**src/rtl/ptw_arbiter.sv**
```systemverilog
// rtl/ptw_arbiter.sv - shares one page-table walker between the ITLB and DTLB
`timescale 1ns/1ps

module ptw_arbiter #(
    parameter int ADDR_WIDTH   = 64,
    parameter int DATA_WIDTH   = 64,
    parameter int PPN_WIDTH    = 44,
    parameter int STARVE_LIMIT = 4
) (
    input  logic                  clk,
    input  logic                  rstn,
    input  logic                  flush,
    input  logic [DATA_WIDTH-1:0] satp,
    input  logic                  req_i,
    input  logic [ADDR_WIDTH-1:0] va_i,
    input  logic                  req_d,
    input  logic [ADDR_WIDTH-1:0] va_d,
    output logic                  rvalid_i,
    output logic                  rvalid_d,
    output logic [DATA_WIDTH-1:0] rdata,
    output logic                  walk_req,
    output logic [ADDR_WIDTH-1:0] walk_va,
    output logic [ADDR_WIDTH-1:0] walk_ppn_base,
    input  logic [DATA_WIDTH-1:0] walk_pte,
    input  logic                  walk_finish,
    output logic                  sel_d,
    output logic                  busy
);

    typedef enum logic [1:0] {
        IDLE   = 2'd0,
        WALK_I = 2'd1,
        WALK_D = 2'd2,
        DRAIN  = 2'd3
    } state_t;

    localparam logic [3:0] LIMIT = 4'(STARVE_LIMIT);

    state_t                state, state_nx;
    logic [3:0]            starve_cnt, starve_nx;
    logic [ADDR_WIDTH-1:0] va_q, va_nx;
    logic [ADDR_WIDTH-1:0] ppn_q, ppn_nx;
    logic                  owner_d, owner_nx;
    logic [ADDR_WIDTH-1:0] satp_ppn;
    logic                  unused_satp_hi;

    assign satp_ppn       = ADDR_WIDTH'(satp[PPN_WIDTH-1:0]);
    assign unused_satp_hi = ^satp[DATA_WIDTH-1:PPN_WIDTH];

    always_ff @(posedge clk) begin
        if (!rstn) begin
            state      <= IDLE;
            starve_cnt <= '0;
            va_q       <= '0;
            ppn_q      <= '0;
            owner_d    <= 1'b0;
        end else begin
            state      <= state_nx;
            starve_cnt <= starve_nx;
            va_q       <= va_nx;
            ppn_q      <= ppn_nx;
            owner_d    <= owner_nx;
        end
    end

    always_comb begin
        state_nx  = state;
        starve_nx = starve_cnt;
        va_nx     = va_q;
        ppn_nx    = ppn_q;
        owner_nx  = owner_d;
        rvalid_i  = 1'b0;
        rvalid_d  = 1'b0;
        case (state)
            IDLE: begin
                if (flush) begin
                    starve_nx = '0;
                end else if (req_i && (starve_cnt == LIMIT)) begin
                    state_nx  = WALK_I;
                    va_nx     = va_i;
                    ppn_nx    = satp_ppn;
                    owner_nx  = 1'b0;
                    starve_nx = '0;
                end else if (req_d) begin
                    state_nx  = WALK_D;
                    va_nx     = va_d;
                    ppn_nx    = satp_ppn;
                    owner_nx  = 1'b1;
                    // Only D grants made while I waits count toward starvation.
                    if (!req_i)
                        starve_nx = '0;
                    else if (starve_cnt != LIMIT)
                        starve_nx = starve_cnt + 4'd1;
                end else if (req_i) begin
                    state_nx  = WALK_I;
                    va_nx     = va_i;
                    ppn_nx    = satp_ppn;
                    owner_nx  = 1'b0;
                    starve_nx = '0;
                end
            end
            WALK_I, WALK_D: begin
                if (flush) begin
                    state_nx = walk_finish ? IDLE : DRAIN;
                end else if (walk_finish) begin
                    rvalid_i = (state == WALK_I);
                    rvalid_d = (state == WALK_D);
                    state_nx = IDLE;
                end
            end
            DRAIN: begin
                if (walk_finish)
                    state_nx = IDLE;
            end
            default: state_nx = IDLE;
        endcase
    end

    assign rdata         = walk_finish ? walk_pte : '0;
    assign walk_req      = (state != IDLE);
    assign busy          = (state != IDLE);
    assign walk_va       = va_q;
    assign walk_ppn_base = ppn_q;
    assign sel_d         = (state == WALK_D) || ((state == DRAIN) && owner_d);

endmodule

```
**config.mk**
```make
export PLATFORM = sky130hd
export DESIGN_NAME = ptw_arbiter
export DESIGN_NICKNAME = d
export VERILOG_FILES = /design/src/rtl/ptw_arbiter.sv
export SDC_FILE = /design/constraint.sdc
export NUM_CORES = 1
export LEC_CHECK = 0
export BUFFER_PORTS_ARGS = -buffer_cell sky130_fd_sc_hd__buf_2
export CORE_AREA = 2 2 177 179
export DETAILED_ROUTE_END_ITERATION = 16
export DIE_AREA = 0 0 179 181
export SLEW_MARGIN = 20
export SYNTH_ARGS = -nofsm -noshare
export SYNTH_HDL_FRONTEND = slang
export SYNTH_SLANG_ARGS = --single-unit
```
**constraint.sdc**
```tcl
create_clock -name clk -period 2.24 [get_ports clk]
set_input_delay 0.112 -clock clk [delete_from_list [all_inputs] [get_ports clk]]
set_output_delay 0.112 -clock clk [all_outputs]
set_load 0.02 [all_outputs]
```
# Yosys cells after proc, flatten, opt, wreduce, memory -nomap -nowiden
# Index checks and enable logic that the tools add are counted.
[word_totals]
reg_bits = 135
inputBits = 262
out_inout_bits = 197
wordCells = 56
[classes]
addsub = 1
n_eq_ne = 8
n_mux = 30
n_bitwise = 1
n_reduce_logical = 11
[ops]
columns = ["cell", "n"]
rows = [
  ["2-to-1 mux 64 bit", 7],
  ["2-to-1 mux 4 bit", 6],
  ["2-to-1 mux 2 bit", 7],
  ["2-to-1 mux 1 bit", 9],
  ["case mux 2 bit (3 select lines)", 1],
  ["AND reduction 3 bit", 2],
  ["!= test 5 x 3 -> 1 bit (second input constant)", 1],
  ["adder 4 x 1 -> 4 bit (second input constant)", 1],
  ["equality test 2 bit (second input constant)", 2],
  ["equality test 4 x 3 -> 1 bit (second input constant)", 1],
  ["!= test 4 x 3 -> 1 bit (second input constant)", 1],
  ["!= test 4 bit (second input constant)", 1],
  ["nonzero test 4 bit", 1],
  ["nonzero test 3 bit", 1],
  ["equality test 2 x 1 -> 1 bit (second input constant)", 1],
  ["logical AND 1 bit", 2],
  ["logical NOT 2 bit", 1],
  ["!= test 2 bit (second input constant)", 1],
  ["AND reduction 2 bit", 1],
  ["nonzero test 2 bit", 1],
  ["OR reduction 2 bit", 1],
  ["logical OR 1 bit", 1],
  ["inverter 1 bit", 1],
]

# Logic depth before layout (Yosys ltp)
# Gate-level depths: netlist (run 1).
[depth]
word_depth = 6
ltp_mapped = 8
mapped_depth_nobuf = 6

# Worst setup path after synthesis (run 1)
# Ideal clock, no wire load.
[synth_timing]
kind = "flip-flop to flip-flop"
from = "register state[0]"
to = "register ppn_q[10], in the netlist walk_ppn_base[10]"
setup_time_ns = 0.132
arrival_ns = 1.482
slack_ns = 0.625
stages_incl_launch_ff = 9
path_cell_list = "dfxtp_1 > inv_1 > ha_1 > inv_2 > or3_1 > buf_2 > buf_6 > nand2_1 > a21oi_1"
[synth_via]
elab_chain_len = 2
[synth_lines]
columns = ["item", "line", "rtl"]
rows = [
  ["from (decl)", "39", "state_t state, state_nx;"],
  ["from (signal assigned)", "58", "state <= state_nx;"],
  ["logical NOT 2 bit", "74", "case (state)"],
  ["AND reduction 3 bit (no source line)", "n/a", ""],
  ["to (signal assigned)", "61", "ppn_q <= ppn_nx;"],
  ["to (decl)", "42", "logic [ADDR_WIDTH-1:0] ppn_q, ppn_nx;"],
]
# Every way passes these cells.
# A chain may end at the register's enable or synchronous reset.

# Worst setup path in the final report (run 1)
[layout_timing]
from = "register state[0]"
to = "register va_q[4], in the netlist walk_va[4]"
[layout_via]
elab_chain_len = 2
[layout_lines]
columns = ["item", "line", "rtl"]
rows = [
  ["logical NOT 2 bit", "74", ""],
  ["AND reduction 3 bit (no source line)", "n/a", ""],
  ["to (signal assigned)", "60", "va_q <= va_nx;"],
  ["to (decl)", "41", "logic [ADDR_WIDTH-1:0] va_q, va_nx;"],
]
# Every way passes these cells.

==> flow_summary.toml, run 1 <==
[critical_path]
reg2reg_from = "state[0]$_SDFFE_PN0P_"
crit_buf_inv = 3
critPathLaunchType = "flip-flop"
worstReg2RegEnd = "walk_va[4]$_SDFFE_PN0P_"
end_kind = "flip-flop"
r2r_slack_ns = 0.29
critPathLaunch = "state[0]$_SDFFE_PN0P_"
endpoint = "walk_va[4]$_SDFFE_PN0P_"
worstPathRequired_ns = 2.57
worstSetupPathDepth = 7
critPathKind = "reg2reg"
path_cells = "inv_1 > ha_1 > inv_2 > nor3_4 > buf_12 > o21ai_1 > a31oi_1"
worst_path_dominant_cell_family = "buffers and inverters"
reg2reg_depth = 7
critPathMaxFanout = 105
cp.arrival_ns = 2.28
worst_path_largest_cell_delay_ns = 0.37
crit_path_top_delay_cell = "buf_12"

[route]
via_count = 7008
drcViolationCount = 0
dr.max_layer_used = "met4"
postRouteAntennaNets = 0
first_iter_violations = 339
drt_pass1_iterations = 5
met1Wirelength_um = 8590
routedWlPerCell_um = 14.1
finalWirelength_um = 23500
met3_length_um = 1590
via_per_inst = 4.21
route.met2.wl_um = 12200

[final_layout]
nNetsFinal = 1527
antenna_cells = 0
area_delta_synth_final_pct = 88.7
drive_above_1_share_pct = 36.2

[floorplanning]
io_pins = 459
die_area_mm2 = 0.0324
die_height_um = 181
fp.dieW_um = 179
start_util_pct = 17.4
core_area_mm2 = 0.0303
placementRows = 64

[place]
io_buffers = 418
routabilityCongestion = 0.802
place_ws_ns = 0.363
dp_hpwl_um = 15400

[timing]
rsz0062_at_grt = "false"
setup_viol_count_final = 0
fmax_mhz = 512
tightest_slew_ns = 0.574
hold_violations = 0
fin_ws_ns = 0.287
fin_tns_setup_ns = 0
maxSlewViolCount = 0
period_needed_ns = 1.95
slew_headroom_pct = 61.4
skew_ns = 0.00771
post-route-period-util_pct = 87.2

[global_route]
grt_overflow = 0
grt_pass1_vias = 6920
antenna_found_initial = 0
grt_use_total_pct = 13.9
grt_max_degree = 106
grt_first_pass_wirelength_um = 34900

[cts]
cts_tree = "done"
root_buffer = "clkbuf_16"
clk_latency_ns = 0.42
numCtsBuffers = 17
clk_pin_slew_ns = 0.06
htree_levels = 4
cts.repair.resized = 0
postCtsSetupRepairBufs = 0
clk_path_buf_depth = 2
cts_sinks = 115

[synthesis]
syn_area_mm2 = 0.00528
avgSynthCellArea_um2 = 7.55
synth_cell_types = 30
synth-edff-count = 0
syn_inst = 699
seq_area_frac_synth_pct = 43.6
async_reset_ff_share_pct = 0
yosysWarningCount = 0
ys_ff_latch = 115
synth-main-ff-cell = "dfxtp_1"

[pwr]
ir_worst_vdd_mv = 0.439
leakage_uw = 0.00486
powerDensity_mw_per_mm2 = 754

[outcome]
status = "finished, final reports clean"

[min_path]
worstHoldPathType = "in2reg"

[run]
max_cap_violations = 0
how the worst min path moves through the flow:
stage | start | cells past startpoint | slack (ns) | endpoint
after floorplan | satp[10] | 2 | 0.25 | walk_ppn_base[10]$_SDFFE_PN0P_
final | va_i[12] | 3 | 0.05 | walk_va[12]$_SDFFE_PN0P_
after global routing | va_i[12] | 3 | 0.03 | walk_va[12]$_SDFFE_PN0P_
after global placement | satp[25] | 3 | 0.35 | walk_ppn_base[25]$_SDFFE_PN0P_
after CTS | va_i[12] | 3 | 0.01 | walk_va[12]$_SDFFE_PN0P_
after detailed placement | satp[38] | 3 | 0.36 | walk_ppn_base[38]$_SDFFE_PN0P_
layout by cell type (no fill, tap or decap), drive strengths merged:
| cell type | instances |
|---|---|
| a311oi | 1 |
| inv | 8 |
| and4b | 3 |
| a31oi | 64 |
| o31ai | 1 |
| mux2i | 1 |
| nand3 | 1 |
| a21oi | 50 |
| a21o | 1 |
| a22oi | 2 |
| nand2b | 1 |
| ha | 7 |
| nand4b | 1 |
| dfxtp | 115 |
| conb | 20 |
| o21ai | 69 |
| or3 | 1 |
| nor2 | 4 |
| bufinv | 4 |
| clkinv | 4 |
| o21a | 1 |
| a211oi | 2 |
| and2 | 65 |
| clkinvlp | 1 |
| buf | 428 |
| nand2 | 221 |
| xnor2 | 1 |
| dlygate4sd3 | 171 |
| clkbuf | 21 |
| nor3 | 1 |
stage by stage:
stage                     power [uW]  hold WS, ns  cell area [um2]  util (%)  cells
after detailed placement        4430        0.358             7640      25.2   1464
after global routing            7930       0.0346             9960      32.8   1666
after global placement          4400        0.353             7640      25.2   1464
after floorplan                 3730        0.248             5350         -    718
final                           7510       0.0477             9960      32.8   1666
after CTS                       7590       0.0108             9960      32.8   1666
where the power goes:
group	internal, uW	leakage (uW)	switching, uW	total (uW)
clock network	1880	0.000297	991	2870
logic	875	0.00362	1310	2180
registers	2320	0.000944	139	2460
total	5080	0.00486	2440	7510
state kept, by name, summed over array words and instances, names as in the netlist:
signal         cells
walk_va           64
walk_ppn_base     44
owner_d            1
state              2
starve_cnt         4
worst min-delay path, stage by stage:
cell     delay (ns)
buf_2          0.10
nand2_1        0.11
a31oi_1        0.09
synthesized netlist by cell type, types with 3 or more instances:
cell type / number / area (um2)
clkbuf_1: 20 / 75.1
buf_2: 24 / 120
buf_4: 30 / 225
and2_1: 65 / 407
a21oi_1: 50 / 250
buf_6: 4 / 45.0
o21ai_1: 61 / 305
and4b_1: 3 / 30.0
dfxtp_1: 115 / 2300
nand2_1: 221 / 830
inv_1: 6 / 22.5
a31oi_1: 64 / 400
nor2_1: 4 / 15.0
ha_1: 7 / 87.6
o21ai_0: 8 / 40.0
metal layers:
metal,vias to the layer above,global-route usage (%)
li1,3416,-
met1,3163,13.7
met2,361,26.2
met3,68,3.05
met4,0,8.46
met5,-,0
repair_timing:
| item | CTS | global route |
|---|---|---|
| hold endpoints to repair | 108 | 0 |
| hold buffers | 171 | 0 |
| setup endpoints to repair | 0 | 0 |
cell families after synthesis:
group	count (synthesis)	synth area share [%]
buffers and inverters	85	9.31
multiplexers	1	0.190
AO/OA/AOI/OAI	191	20.0
XOR/XNOR	1	0.166
AND/OR/NAND/NOR	298	25.0
other	1	0.0710
flip-flops	115	43.6
adder cells (fa/ha/maj)	7	1.66
cell type report:
| cell class | instances | area (um2) |
|---|---|---|
| Tap cell | 396 | 495 |
| Fill cell | 3096 | 20400 |
| Clock inverter | 10 | 156 |
| Multi-Input combinational cell | 518 | 2570 |
| Sequential cell | 115 | 2300 |
| Inverter | 7 | 26.3 |
| Timing Repair Buffer | 599 | 3970 |
| Clock buffer | 21 | 450 |
Note: power is estimated with default switching activity, not from simulation.
==> run 2, diff against run 1 <==
==> constraint.sdc (replaced) <==
create_clock -name clk -period 2.24 [get_ports clk]
set_input_delay 0.112 -clock clk [delete_from_list [all_inputs] [get_ports clk]]
set_output_delay 0.112 -clock clk [all_outputs]
set_load 0.1 [all_outputs]
==> flow_summary.toml, run 2 (same netlist as run 1, synthesis figures left out) <==
[pwr]
ir_worst_vdd_mv = 0.426
power_frac_comb_pct = 45.3
powerDensity_mw_per_mm2 = 962
power_frac_clock_pct = 29.0
power_frac_seq_pct = 25.7
swShare_pct = 48.6
internal_power_uw = 4920
switching_power_uw = 4650
leakage_uw = 0.00484

[global_route]
grt_first_pass_wirelength_um = 34600
grt_pass1_vias = 6822
grt_overflow = 0
grt_max_degree = 106
antenna_found_initial = 1
grt_use_total_pct = 13.8

[timing]
hold_violations = 0
fin_tns_setup_ns = 0
rsz0062_at_grt = "false"
slew_headroom_pct = 61.3
period_needed_ns = 2.08
maxSlewViolCount = 0
tightest_slew_ns = 0.585
fmax_mhz = 482
hold_slack_ns = 0.134
post-route-period-util_pct = 92.6
setup_viol_count_final = 0
skew_ns = 0.00819

[critical_path]
critPathMaxFanout = 5
crit_buf_inv = 2
worst_path_dominant_cell_family = "buffers and inverters"
critPathLaunchType = "flip-flop"
worst_path_largest_cell_delay_ns = 0.48
worstPathRequired_ns = 2.13
end_kind = "output pin"
crit_path_top_delay_cell = "buf_2"
critPathKind = "reg2out"
cp.arrival_ns = 1.96
path_cells = "inv_1 > ha_1 > and4b_1 > buf_2"

[final_layout]
largest_reg_flops = 64
area_delta_synth_final_pct = 88.6
layout.cells.most_common = "buf_2"
drive_above_1_share_pct = 36.3
nNetsFinal = 1527
layout_common_cells = "buf_2 (418), nand2_1 (220), dlygate4sd3_1 (172)"

[route]
first_iter_violations = 308
routedWlPerCell_um = 14.0
drcViolationCount = 0
finalWirelength_um = 23400
postRouteAntennaNets = 0
via_per_inst = 4.22
via_count = 7039
drt_pass1_iterations = 7

[floorplanning]
fp.dieW_um = 179
placementRows = 64
start_util_pct = 17.4
die_area_mm2 = 0.0324
io_pins = 459
core_area_mm2 = 0.0303
die_height_um = 181

[cts]
cts_sinks = 115
cts_hold_buffers = 172
clk_pin_slew_ns = 0.06
root_buffer = "clkbuf_16"
numCtsBuffers = 17
clk_path_buf_depth = 2
cts.repair.resized = 0
cts_tree = "done"
htree_levels = 4
clk_latency_ns = 0.41
postCtsSetupRepairBufs = 0

[outcome]
status = "finished, final reports clean"

[run]
max_cap_violations = 0

[place]
io_buffers = 418
dp_hpwl_um = 15500
routabilityCongestion = 0.817

[min_path]
worstHoldPathType = "in2reg"
[run 2: changes by cell type in the layout (fill, tap and decap cells not counted), sizes merged]
cell         delta
diode           +1
dlygate4sd3     +1
bufinv          -2
clkinvlp        +3
clkinv          -1
buf             -1
inv             +1
[run 2: layout make-up]
cell class,count,area (um2)
multi-input combinational,518,2570
fill,3121,20400
inverter,7,26.3
clock inverter,11,126
tap,396,495
timing repair buffer,599,3970
antenna,1,2.50
sequential,115,2300
clock buffer,21,470
[run 2: per-stage QoR]
step / util, % / std cells / setup slack (ns) / area [um2] / total power, uW
2_1_floorplan: - / 718 / 0.406 / 5350 / 5880
6_report: 32.8 / 1668 / 0.165 / 9960 / 9580
4_1_cts: 32.8 / 1667 / 0.103 / 9960 / 9670
5_1_grt: 32.8 / 1668 / 0.0284 / 9960 / 10000
3_5_place_dp: 25.2 / 1463 / 0.365 / 7640 / 6590
3_3_place_gp: 25.2 / 1463 / 0.428 / 7640 / 6560
[run 2: final timing paths]
path	startpoint	cells after the start	endpoint	slack, ns
setup / recovery	state[0]$_SDFFE_PN0P_	4	rvalid_d	0.16
hold / removal	rstn	3	state[1]$_SDFFE_PN0P_	0.13
setup reg to reg	state[0]$_SDFFE_PN0P_	7	walk_va[42]$_SDFFE_PN0P_	0.35
hold reg to reg	walk_ppn_base[24]$_SDFFE_PN0P_	2	walk_ppn_base[24]$_SDFFE_PN0P_	0.45
[run 2: per-layer routing]
| metal | wire [um] | up-vias | GRT usage, % |
|---|---|---|---|
| met5 | 0 | - | 0 |
| met2 | 12400 | 351 | 26.4 |
| met1 | 8410 | 3195 | 13.4 |
| met3 | 1600 | 71 | 2.93 |
| met4 | 1040 | 0 | 7.64 |
| li1 | - | 3422 | - |
[run 2: worst register-to-register path, delay by kind of cell, from the launching register on]
kind,cells,cell delay [ns]
buffers and inverters,3,0.57
AOI/OAI and AO/OA,2,0.38
DFF,1,0.34
and+or+nand+nor,1,0.31
adders and majority gates,1,0.22
[run 2: power groups by stage]
stage	Combinational (uW)	Clock, uW	Sequential (uW)
after floorplan	1520	0	4360
after global placement	4070	0	2480
after detailed placement	4090	0	2490
after CTS	4340	2880	2450
after global routing	4530	2980	2490
final	4340	2780	2460
==> run 3, diff against run 2 <==
--- a/config.mk
+++ b/config.mk
@@ -9,6 +9,7 @@
 export CORE_AREA = 2 2 177 179
 export DETAILED_ROUTE_END_ITERATION = 16
 export DIE_AREA = 0 0 179 181
+export RECOVER_POWER = 100
 export SLEW_MARGIN = 20
 export SYNTH_ARGS = -nofsm -noshare
 export SYNTH_HDL_FRONTEND = slang
==> flow_summary.toml, run 3 (same netlist as run 1, synthesis figures left out) <==
[timing]
rsz0062_at_grt = "false"
tightest_slew_ns = 1.28
slew_headroom_pct = 14.7
fin_tns_setup_ns = 0
skew_ns = 0.00829
post-route-period-util_pct = 92.7
maxSlewViolCount = 0
setup_viol_count_final = 0
hold_violations = 0
fmax_mhz = 482
hold_slack_ns = 0.124
period_needed_ns = 2.08
fin_ws_ns = 0.164

[cts]
cts.repair.resized = 0
postCtsSetupRepairBufs = 0
clk_pin_slew_ns = 0.06
htree_levels = 4
clk_latency_ns = 0.41
clk_path_buf_depth = 2
root_buffer = "clkbuf_16"
cts_sinks = 115
cts_tree = "done"
numCtsBuffers = 17

[route]
via_count = 7065
routedWlPerCell_um = 14.1
drt_pass1_iterations = 7
drcViolationCount = 0
first_iter_violations = 309
via_per_inst = 4.24
postRouteAntennaNets = 0
finalWirelength_um = 23500

[pwr]
power_frac_comb_pct = 44.7
switching_power_uw = 4650
powerDensity_mw_per_mm2 = 970
swShare_pct = 49.1
internal_power_uw = 4820
ir_worst_vdd_mv = 0.426
power_frac_clock_pct = 29.3
power_frac_seq_pct = 26.0
leakage_uw = 0.00431

[final_layout]
largest_reg_flops = 64
area_delta_synth_final_pct = 85.1
post-route-util_pct = 32.2
layout_common_cells = "buf_2 (243), nand2_1 (221), dlygate4sd3_1 (172)"
nNetsFinal = 1527
layout.cells.most_common = "buf_2"
drive_above_1_share_pct = 26.3
finalInstanceArea_mm2 = 0.00977

[place]
place_ws_ns = 0.365
dpl-instance-area_mm2 = 0.00764
dp_hpwl_um = 15500
io_buffers = 418
routabilityCongestion = 0.817

[floorplanning]
core_area_mm2 = 0.0303
die_area_mm2 = 0.0324
die_height_um = 181
placementRows = 64
fp.dieW_um = 179
io_pins = 459
start_util_pct = 17.4

[critical_path]
critPathMaxFanout = 5
end_kind = "output pin"
r2r_slack_ns = 0.23
worstPathRequired_ns = 2.13
cp.arrival_ns = 1.96
critPathKind = "reg2out"
critPathLaunchType = "flip-flop"

[global_route]
grt_first_pass_wirelength_um = 34600
grt_use_total_pct = 13.8
antenna_found_initial = 1
grt_overflow = 0
grt_max_degree = 106
grt_pass1_vias = 6822

[outcome]
status = "finished, final reports clean"

[min_path]
worstHoldPathType = "in2reg"

[run]
max_cap_violations = 0
==> run 3: changes by cell type in the layout (fill, tap and decap cells not counted) <==
| cell | change |
|---|---|
| buf_4 | -1 |
| nor3_4 | -1 |
| nand2_2 | -1 |
| o21ai_0 | +34 |
| nor3_2 | +1 |
| o21ai_1 | -34 |
| clkbuf_1 | +127 |
| clkbuf_2 | +49 |
| buf_2 | -175 |
| nand2_1 | +1 |
| buf_6 | +2 |
| buf_12 | -2 |
==> run 3: through the flow <==
stage,power [uW],std cells
final,9480,1668
after global routing,9890,1668
after CTS,9670,1667
after detailed placement,6590,1463
after global placement,6560,1463
after floorplan,5880,718
==> run 3: path summary, 6_finish.rpt <==
check                                               startpoint                        endpoint  cells after the start
worst max register to register           state[0]$_SDFFE_PN0P_  walk_ppn_base[33]$_SDFFE_PN0P_                      7
worst max-delay path                     state[0]$_SDFFE_PN0P_                        rvalid_d                      4
worst min register to register  walk_ppn_base[43]$_SDFFE_PN0P_  walk_ppn_base[43]$_SDFFE_PN0P_                      2
worst min-delay path                                      rstn        walk_va[33]$_SDFFE_PN0P_                      3
==> run 3: critical path, cell delays in order, from the launching register on <==
cell and delay (ns):
dfxtp_1 0.39, inv_1 0.10, ha_1 0.35, and4b_1 0.21
buf_2 0.48
==> run 3: area by class of cell <==
cell class / count / area [um2]
Clock inverter: 11 / 126
Sequential cell: 115 / 2300
Multi-Input combinational cell: 518 / 2560
Clock buffer: 21 / 470
Inverter: 7 / 26.3
Timing Repair Buffer: 599 / 3790
Tap cell: 396 / 495
Fill cell: 3195 / 20600
Antenna cell: 1 / 2.50
==> run 3: what timing repair did <==
item,CTS,global route
hold buffers,172,0
endpoints found under the setup margin,0,0
hold endpoints to repair,108,0
==> run 3: power groups by stage <==
| stage | clock network [uW] | logic, uW | registers (uW) |
|---|---|---|---|
| 2_1_floorplan | 0 | 1520 | 4360 |
| 3_3_place_gp | 0 | 4070 | 2480 |
| 3_5_place_dp | 0 | 4090 | 2490 |
| 4_1_cts | 2880 | 4340 | 2450 |
| 5_1_grt | 2980 | 4420 | 2490 |
| 6_report | 2780 | 4240 | 2460 |
==> run 3: routing by layer <==
metal	routed length, um	vias to the layer above	track usage (%)
li1	-	3414	-
met1	8590	3217	13.4
met2	12300	365	26.4
met3	1530	69	2.93
met4	1040	0	7.64
met5	0	-	0
